$ cat src/rtl/tow_match_controller.sv
// Match sequencer for the tug-of-war light chain: press edge detect, arbitration, move pulses, scoring.
// Latency: a press edge in PLAY yields a move pulse one cycle later; a point updates the score two cycles after the edge.
// Backpressure: none; pulses are fire-and-forget, presses outside PLAY are dropped and new_game only acts in GAME_OVER.
module tow_match_controller #(
  parameter int NUM_LIGHTS = 9,
  parameter int SCORE_W    = 3,
  parameter int WIN_SCORE  = 7
) (
  input  logic                  clk,
  input  logic                  reset,
  input  logic                  press_l,
  input  logic                  press_r,
  input  logic                  new_game,
  input  logic [NUM_LIGHTS-1:0] lights,
  output logic                  l_pulse,
  output logic                  r_pulse,
  output logic                  round_reset,
  output logic [SCORE_W-1:0]    score_l,
  output logic [SCORE_W-1:0]    score_r,
  output logic                  game_over,
  output logic                  winner
);

  localparam logic [2:0] ST_ROUND_INIT = 3'd0;
  localparam logic [2:0] ST_PLAY       = 3'd1;
  localparam logic [2:0] ST_POINT_L    = 3'd2;
  localparam logic [2:0] ST_POINT_R    = 3'd3;
  localparam logic [2:0] ST_GAME_OVER  = 3'd4;

  localparam logic [SCORE_W-1:0]    SCORE_MAX = {SCORE_W{1'b1}};
  localparam logic [SCORE_W-1:0]    SCORE_WIN = SCORE_W'(WIN_SCORE);
  // Masks selecting the two end lights; leftmost light is the MSB.
  localparam logic [NUM_LIGHTS-1:0] LEFT_END  = NUM_LIGHTS'(1) << (NUM_LIGHTS - 1);
  localparam logic [NUM_LIGHTS-1:0] RIGHT_END = NUM_LIGHTS'(1);

  logic [2:0]         state_q, state_d;
  logic               l_pulse_q, l_pulse_d;
  logic               r_pulse_q, r_pulse_d;
  logic [SCORE_W-1:0] score_l_q, score_l_d;
  logic [SCORE_W-1:0] score_r_q, score_r_d;
  logic               winner_q, winner_d;
  logic               prev_l_q, prev_l_d;
  logic               prev_r_q, prev_r_d;
  logic               prev_ng_q, prev_ng_d;

  logic               l_edge, r_edge, ng_edge;
  logic               left_end_lit, right_end_lit;
  logic [SCORE_W-1:0] score_l_inc, score_r_inc;

  // Rising-edge detection; the previous-value registers track every cycle so a held level never re-fires.
  always_comb begin
    prev_l_d  = press_l;
    prev_r_d  = press_r;
    prev_ng_d = new_game;
    l_edge    = press_l  & ~prev_l_q;
    r_edge    = press_r  & ~prev_r_q;
    ng_edge   = new_game & ~prev_ng_q;
  end

  // End-light status and saturating score increments used by the point states.
  always_comb begin
    left_end_lit  = |(lights & LEFT_END);
    right_end_lit = |(lights & RIGHT_END);
    score_l_inc   = (score_l_q == SCORE_MAX) ? score_l_q : score_l_q + SCORE_W'(1);
    score_r_inc   = (score_r_q == SCORE_MAX) ? score_r_q : score_r_q + SCORE_W'(1);
  end

  // Match sequencing: round restart, play arbitration, point scoring and game-over hold.
  always_comb begin
    state_d   = state_q;
    l_pulse_d = 1'b0;
    r_pulse_d = 1'b0;
    score_l_d = score_l_q;
    score_r_d = score_r_q;
    winner_d  = winner_q;
    case (state_q)
      ST_ROUND_INIT: begin
        state_d = ST_PLAY;
      end
      ST_PLAY: begin
        // Simultaneous edges cancel each other out.
        if (l_edge && !r_edge) begin
          if (left_end_lit) begin
            state_d = ST_POINT_L;
          end else begin
            l_pulse_d = 1'b1;
          end
        end else if (r_edge && !l_edge) begin
          if (right_end_lit) begin
            state_d = ST_POINT_R;
          end else begin
            r_pulse_d = 1'b1;
          end
        end
      end
      ST_POINT_L: begin
        score_l_d = score_l_inc;
        if (score_l_inc == SCORE_WIN) begin
          state_d  = ST_GAME_OVER;
          winner_d = 1'b1;
        end else begin
          state_d = ST_ROUND_INIT;
        end
      end
      ST_POINT_R: begin
        score_r_d = score_r_inc;
        if (score_r_inc == SCORE_WIN) begin
          state_d  = ST_GAME_OVER;
          winner_d = 1'b0;
        end else begin
          state_d = ST_ROUND_INIT;
        end
      end
      ST_GAME_OVER: begin
        if (ng_edge) begin
          score_l_d = '0;
          score_r_d = '0;
          state_d   = ST_ROUND_INIT;
        end
      end
      default: begin
        state_d = ST_ROUND_INIT;
      end
    endcase
  end

  // State registers; reset drops any pending pulse or score update.
  always_ff @(posedge clk or negedge reset) begin
    if (!reset) begin
      state_q   <= ST_ROUND_INIT;
      l_pulse_q <= 1'b0;
      r_pulse_q <= 1'b0;
      score_l_q <= '0;
      score_r_q <= '0;
      winner_q  <= 1'b0;
      prev_l_q  <= 1'b0;
      prev_r_q  <= 1'b0;
      prev_ng_q <= 1'b0;
    end else begin
      state_q   <= state_d;
      l_pulse_q <= l_pulse_d;
      r_pulse_q <= r_pulse_d;
      score_l_q <= score_l_d;
      score_r_q <= score_r_d;
      winner_q  <= winner_d;
      prev_l_q  <= prev_l_d;
      prev_r_q  <= prev_r_d;
      prev_ng_q <= prev_ng_d;
    end
  end

  // Moore outputs decoded from the state register.
  always_comb begin
    l_pulse     = l_pulse_q;
    r_pulse     = r_pulse_q;
    round_reset = (state_q == ST_ROUND_INIT);
    game_over   = (state_q == ST_GAME_OVER);
    score_l     = score_l_q;
    score_r     = score_r_q;
    winner      = winner_q;
  end

endmodule

$ cat config.mk
export PLATFORM = sky130hd
export DESIGN_NAME = tow_match_controller
export DESIGN_NICKNAME = d
export VERILOG_FILES = /design/src/rtl/tow_match_controller.sv
export SDC_FILE = /design/constraint.sdc
export NUM_CORES = 1
export LEC_CHECK = 0
export ABC_AREA = 1
export CAP_MARGIN = 20
export CORE_MARGIN = 3
export CORE_UTILIZATION = 35
export DETAILED_ROUTE_END_ITERATION = 16
export PLACE_DENSITY = 0.61
export SYNTH_ARGS = -nofsm -noshare
export SYNTH_HDL_FRONTEND = slang
export SYNTH_SLANG_ARGS = --single-unit
$ cat constraint.sdc
create_clock -name clk -period 1.9 [get_ports clk]
set_clock_uncertainty 0.2 [all_clocks]
set_input_delay 0.38 -clock clk [delete_from_list [all_inputs] [get_ports clk]]
set_output_delay 0.38 -clock clk [all_outputs]
set_load 0.03 [all_outputs]
==> results of run 1 <==
==> cell usage after synthesis, drive strengths merged <==
cell     n
nor3     2
nand2   19
nand3b   2
o21ai    8
nor2    12
dfrtp   15
inv     16
nand3   15
and3     1
ha       4
nand4    1
==> metrics by stage <==
step / power (mW) / cells / util [%] / hold WS [ns] / worst slack (ns)
floorplan: 1.13 / 95 / - / -0.116 / 0.208
global placement: 1.40 / 142 / 49.0 / 0.343 / -0.146
detailed placement: 1.42 / 142 / 49.0 / 0.332 / -0.143
CTS: 1.55 / 146 / 49.9 / 0.202 / 0.00235
global route: 1.70 / 146 / 50.2 / 0.205 / 0.0227
finish: 1.54 / 146 / 50.2 / 0.205 / 0.141
==> registers in the layout (all words and copies together), names as in the netlist <==
name	flops
l_pulse	1
prev_l_q	1
prev_ng_q	1
prev_r_q	1
r_pulse	1
score_l	3
score_r	3
state_q	3
winner	1
==> per-layer routing <==
layer | vias to the layer above | share of wire, %
met5 | - | 0
met4 | 0 | 0.72
met3 | 2 | 6.3
met2 | 14 | 47
met1 | 299 | 46
li1 | 351 | -
==> where the power goes <==
| group | switching, mW | internal (mW) | total [mW] |
|---|---|---|---|
| clock | 0.101 | 0.0781 | 0.179 |
| combinational | 0.513 | 0.299 | 0.812 |
| sequential | 0.115 | 0.430 | 0.545 |
==> worst paths after layout <==
kind	end	slack, ns	depth (start not counted)
max	round_reset	0.14	4
min reg2reg	winner	0.34	2
min in group clk	winner	0.34	2
max in group asynchronous	state_q[0]	1.11	2
max reg2reg	state_q[0]	0.39	9
min	state_q[1]	0.20	2
==> cell type report <==
cell class / count / area share [%]
clock buffer: 3 / 2.22
clock inverter: 1 / 0.493
inverter: 16 / 5.91
multi-input combinational: 64 / 32.9
sequential: 15 / 37.1
tap: 27 / 3.33
timing repair buffer: 20 / 18.1
==> cells in the final DEF, fill, tap and decap left out <==
cell	n
dfrtp_1	14
inv_1	15
clkinv_2	1
dlygate4sd2_1	7
nand3_2	1
nand2_1	19
inv_2	1
dlymetal6s2s_1	2
and3_2	1
nor3_1	1
nor2_1	12
o21ai_2	1
nand3_1	14
dfrtp_2	1
clkbuf_4	3
ha_1	4
clkdlybuf4s50_1	6
buf_4	5
nand4_1	1
o21ai_0	7
nand3b_1	2
nor3_2	1
==> cells by family (layout without fill, tap and decap cells) <==
family                     after synthesis  in the layout  share of synthesized area, %
and+or+nand+nor                         52             52                          31.2
buffers and inverters                   16             40                          7.80
DFF                                     15             15                          48.8
adders and majority gates                4              4                          6.50
AOI/OAI and AO/OA                        8              8                          5.69
==> repair_timing <==
item                       in CTS  in global routing
setup endpoints to repair       7                  3
gates resized for setup         7                  3
hold endpoints to repair        0                  0
==> critical path, cell delays in order, from the launching register on <==
cell,delay [ns]
dfrtp_2,0.47
nor2_1,0.13
nand2_1,0.08
inv_1,0.06
buf_4,0.15
==> results.py, run 1 <==
metrics = {
    "outcome": {
        "status": "finished clean",
    },
    "global_route": {
        "use_met3_pct": 5.07,
        "gr-usage-met1_pct": 16.2,
        "grt_pass1_wl_um": 2550,
        "first_global_vias": 600,
        "grt_use_met2_pct": 19.6,
        "grt.overflow.total": 0,
        "grt_use_total_pct": 12.6,
        "grt_max_degree": 16,
        "busiest_layer": "met2",
        "antenna_found_initial": 0,
    },
    "detailed_routing": {
        "drc": 0,
        "drt-total-wl_um": 1400,
        "wl_per_cell_um": 9.56,
        "drt-initial-drc-count": 5,
        "postRouteAntennaNets": 0,
        "drt-pass1-iter-count": 3,
        "vias_per_cell": 4.56,
        "vias": 666,
    },
    "place": {
        "globalplace.congestion": 0.815,
        "dp_hpwl_um": 1090,
        "dpl-instance-area_um2": 991,
        "port_buffers": 17,
    },
    "yosys": {
        "ys_types": 15,
        "synth_top_area_share_pct": 48.8,
        "synthTopCellsByArea": "dfrtp_1 49%, nand2_1 9.3%, nand3_1 9.1%",
        "ys.warnings.count": 0,
        "seq_area_frac_synth_pct": 48.8,
        "synth_area_leader_cell": "dfrtp_1",
        "syn_nets": 113,
        "syn_inst": 95,
        "synth_area_um2": 769,
        "ys_seq_elements": 15,
        "avgSynthCellArea_um2": 8.10,
    },
    "clock_network": {
        "cts_tree": "yes",
        "numCtsBuffers": 3,
        "htreeDepth": 1,
        "root_buffer": "clkbuf_4",
        "cts_buffer_depth": 2,
        "post_cts_buffers": 0,
        "insertion_delay_ns": 0.28,
        "cts.sinks": 15,
        "cts_hold_buf": 0,
        "path_clk_slew_ns": 0.09,
    },
    "flow_run": {
        "maxCapViolCount": 0,
    },
    "worst_setup_path": {
        "crit_path_start": "state_q[0]",
        "end_kind": "output port",
        "crit_path_start_kind": "register",
        "crit_type": "reg2out",
        "r2r-start": "prev_l_q",
        "arrival_ns": 1.18,
        "worstPathRequired_ns": 1.32,
        "path_max_fanout": 7,
    },
    "sta": {
        "fin_crit_ns": 1.76,
        "fin_crit_sh_pct": 92.6,
        "rsz0062_at_grt": "false",
        "setup_violations": 0,
        "maxSlewViolCount": 0,
        "tightest_slew_ns": 0.316,
        "slew-limit-headroom_pct": 78.9,
        "fin_setup_tns_ns": 0,
        "hold_viol": 0,
        "max_clock_freq_ghz": 0.569,
    },
    "cells_and_area": {
        "final_area_um2": 1020,
        "nets": 138,
        "nFillCells": 215,
        "regArea_um2": 377,
        "drive_above_1_share_pct": 12.6,
        "antenna_cells": 0,
        "area_growth_syn_to_layout_pct": 32.0,
        "multi_input_area_um2": 334,
    },
    "floorplan": {
        "dieArea_um2": 2800,
        "coreArea_um2": 2020,
        "fp.dieW_um": 52.9,
        "pin_count": 25,
        "start_util_pct": 38.1,
        "die_h_um": 52.9,
        "rows": 16,
    },
    "power_and_ir_drop": {
        "ir_drop_mv": 0.644,
        "power.density_nw_per_um2": 1510,
        "p_leak_nw": 0.572,
    },
    "hold_path": {
        "hold_class": "in2async",
    },
}
Power figures use the tool's default switching activity.
==> inputs of run 2 (changes only) <==
Settings changed: PLACE_DENSITY 0.61 to not set.
==> results.py, run 2 (synthesis results as in run 1) <==
metrics = {
    "outcome": {
        "status": "finished clean",
    },
    "worst_setup_path": {
        "end_kind": "output port",
        "arrival_ns": 1.20,
        "worstPathRequired_ns": 1.32,
        "crit_path_start_kind": "register",
        "path_max_fanout": 7,
        "crit_type": "reg2out",
    },
    "sta": {
        "maxSlewViolCount": 0,
        "fin_crit_sh_pct": 93.5,
        "slew-limit-headroom_pct": 78.9,
        "fin_crit_ns": 1.78,
        "hold_viol": 0,
        "max_clock_freq_ghz": 0.563,
        "setup_violations": 0,
        "tightest_slew_ns": 0.316,
    },
    "floorplan": {
        "rows": 16,
        "start_util_pct": 38.1,
        "fp.dieW_um": 52.9,
        "die_h_um": 52.9,
        "pin_count": 25,
        "coreArea_um2": 2020,
        "dieArea_um2": 2800,
    },
    "cells_and_area": {
        "final_util_pct": 49.9,
        "area_growth_syn_to_layout_pct": 31.2,
        "final_common_cell": "nand2_1",
        "antenna_cells": 0,
        "final_area_um2": 1010,
        "instances_no_fill": 145,
        "final_cell_mix": "19 x nand2_1, 15 x inv_1, 15 x dfrtp_1, 14 x nand3_1, 11 x nor2_1",
        "nets": 137,
        "drive_above_1_share_pct": 11.9,
    },
    "detailed_routing": {
        "drt-initial-drc-count": 7,
        "postRouteAntennaNets": 0,
        "vias_per_cell": 4.57,
        "drt-total-wl_um": 1390,
        "drt-pass1-iter-count": 5,
        "wl_per_cell_um": 9.60,
        "vias": 662,
        "drc": 0,
    },
    "power_and_ir_drop": {
        "p_leak_nw": 0.567,
        "power.density_nw_per_um2": 1530,
        "ir_drop_mv": 0.703,
    },
    "clock_network": {
        "root_buffer": "clkbuf_4",
        "insertion_delay_ns": 0.29,
        "htreeDepth": 1,
        "numCtsBuffers": 3,
        "cts_tree": "yes",
        "path_clk_slew_ns": 0.10,
        "cts_buffer_depth": 2,
        "cts.sinks": 15,
        "cts_hold_buf": 0,
    },
    "global_route": {
        "grt_pass1_wl_um": 2510,
        "grt.overflow.total": 0,
        "grt_max_degree": 16,
        "grt_use_total_pct": 12.2,
        "first_global_vias": 615,
        "antenna_found_initial": 0,
    },
    "place": {
        "dpl-instance-area_um2": 983,
        "globalplace.congestion": 0.819,
        "dpl.cell_count": 141,
        "port_buffers": 17,
        "dp_hpwl_um": 1070,
    },
    "flow_run": {
        "maxCapViolCount": 0,
    },
    "hold_path": {
        "hold_class": "in2async",
    },
}
-- run 2: power breakdown --
| group | switching [mW] | leakage (nW) | internal [mW] |
|---|---|---|---|
| clock network | 0.109 | 0.0177 | 0.0782 |
| logic | 0.517 | 0.362 | 0.297 |
| registers | 0.112 | 0.188 | 0.427 |
-- run 2: path summary, 6_finish.rpt --
kind / start / endpoint / slack (ns) / depth (start not counted)
setup / recovery: state_q[0] / round_reset / 0.12 / 4
hold / removal: reset / state_q[2] / 0.19 / 2
min in group clk: press_l / prev_l_q / 0.35 / 1
hold reg to reg: winner / winner / 0.35 / 2
setup reg to reg: prev_r_q / state_q[0] / 0.38 / 9
max in group asynchronous: reset / r_pulse / 1.13 / 2
-- run 2: area by class of cell --
class / count / area [um^2]
fillers: 216 / 1010
flip-flops and latches: 15 / 375
multi-input cells: 64 / 337
repair buffers: 19 / 176
inverters: 16 / 60.1
well taps: 27 / 33.8
clock buffers: 3 / 22.5
clock inverters: 1 / 5.00
-- run 2: per-stage QoR --
step | hold WS, ns | total power, mW | setup slack (ns) | setup TNS, ns
floorplan | -0.116 | 1.13 | 0.208 | 0
global placement | 0.343 | 1.40 | -0.137 | -0.237
detailed placement | 0.354 | 1.42 | -0.153 | -0.273
CTS | 0.190 | 1.55 | 0.0202 | 0
global route | 0.195 | 1.70 | -0.00195 | -0.00195
finish | 0.188 | 1.54 | 0.123 | 0
-- run 2: layer usage --
layer / global-route usage [%] / vias to the layer above / routed length (um) / share of wire [%]
met5: 0 / - / 0 / 0
li1: - / 351 / - / -
met3: 1.97 / 4 / 72 / 5.2
met4: 6.38 / 0 / 23 / 1.7
met1: 16.2 / 291 / 680 / 49
met2: 19.0 / 16 / 616 / 44
-- run 2: worst max-delay path: stages (launching register included) --
cell     delay [ns]
dfrtp_1        0.47
nor2_1         0.15
nand2_1        0.09
inv_1          0.06
buf_4          0.15
-- run 2: timing repair --
action	CTS	global route
resized for setup	7	3
buffers inserted	0	0
endpoints found under the setup margin	7	3
hold endpoints to repair	0	0
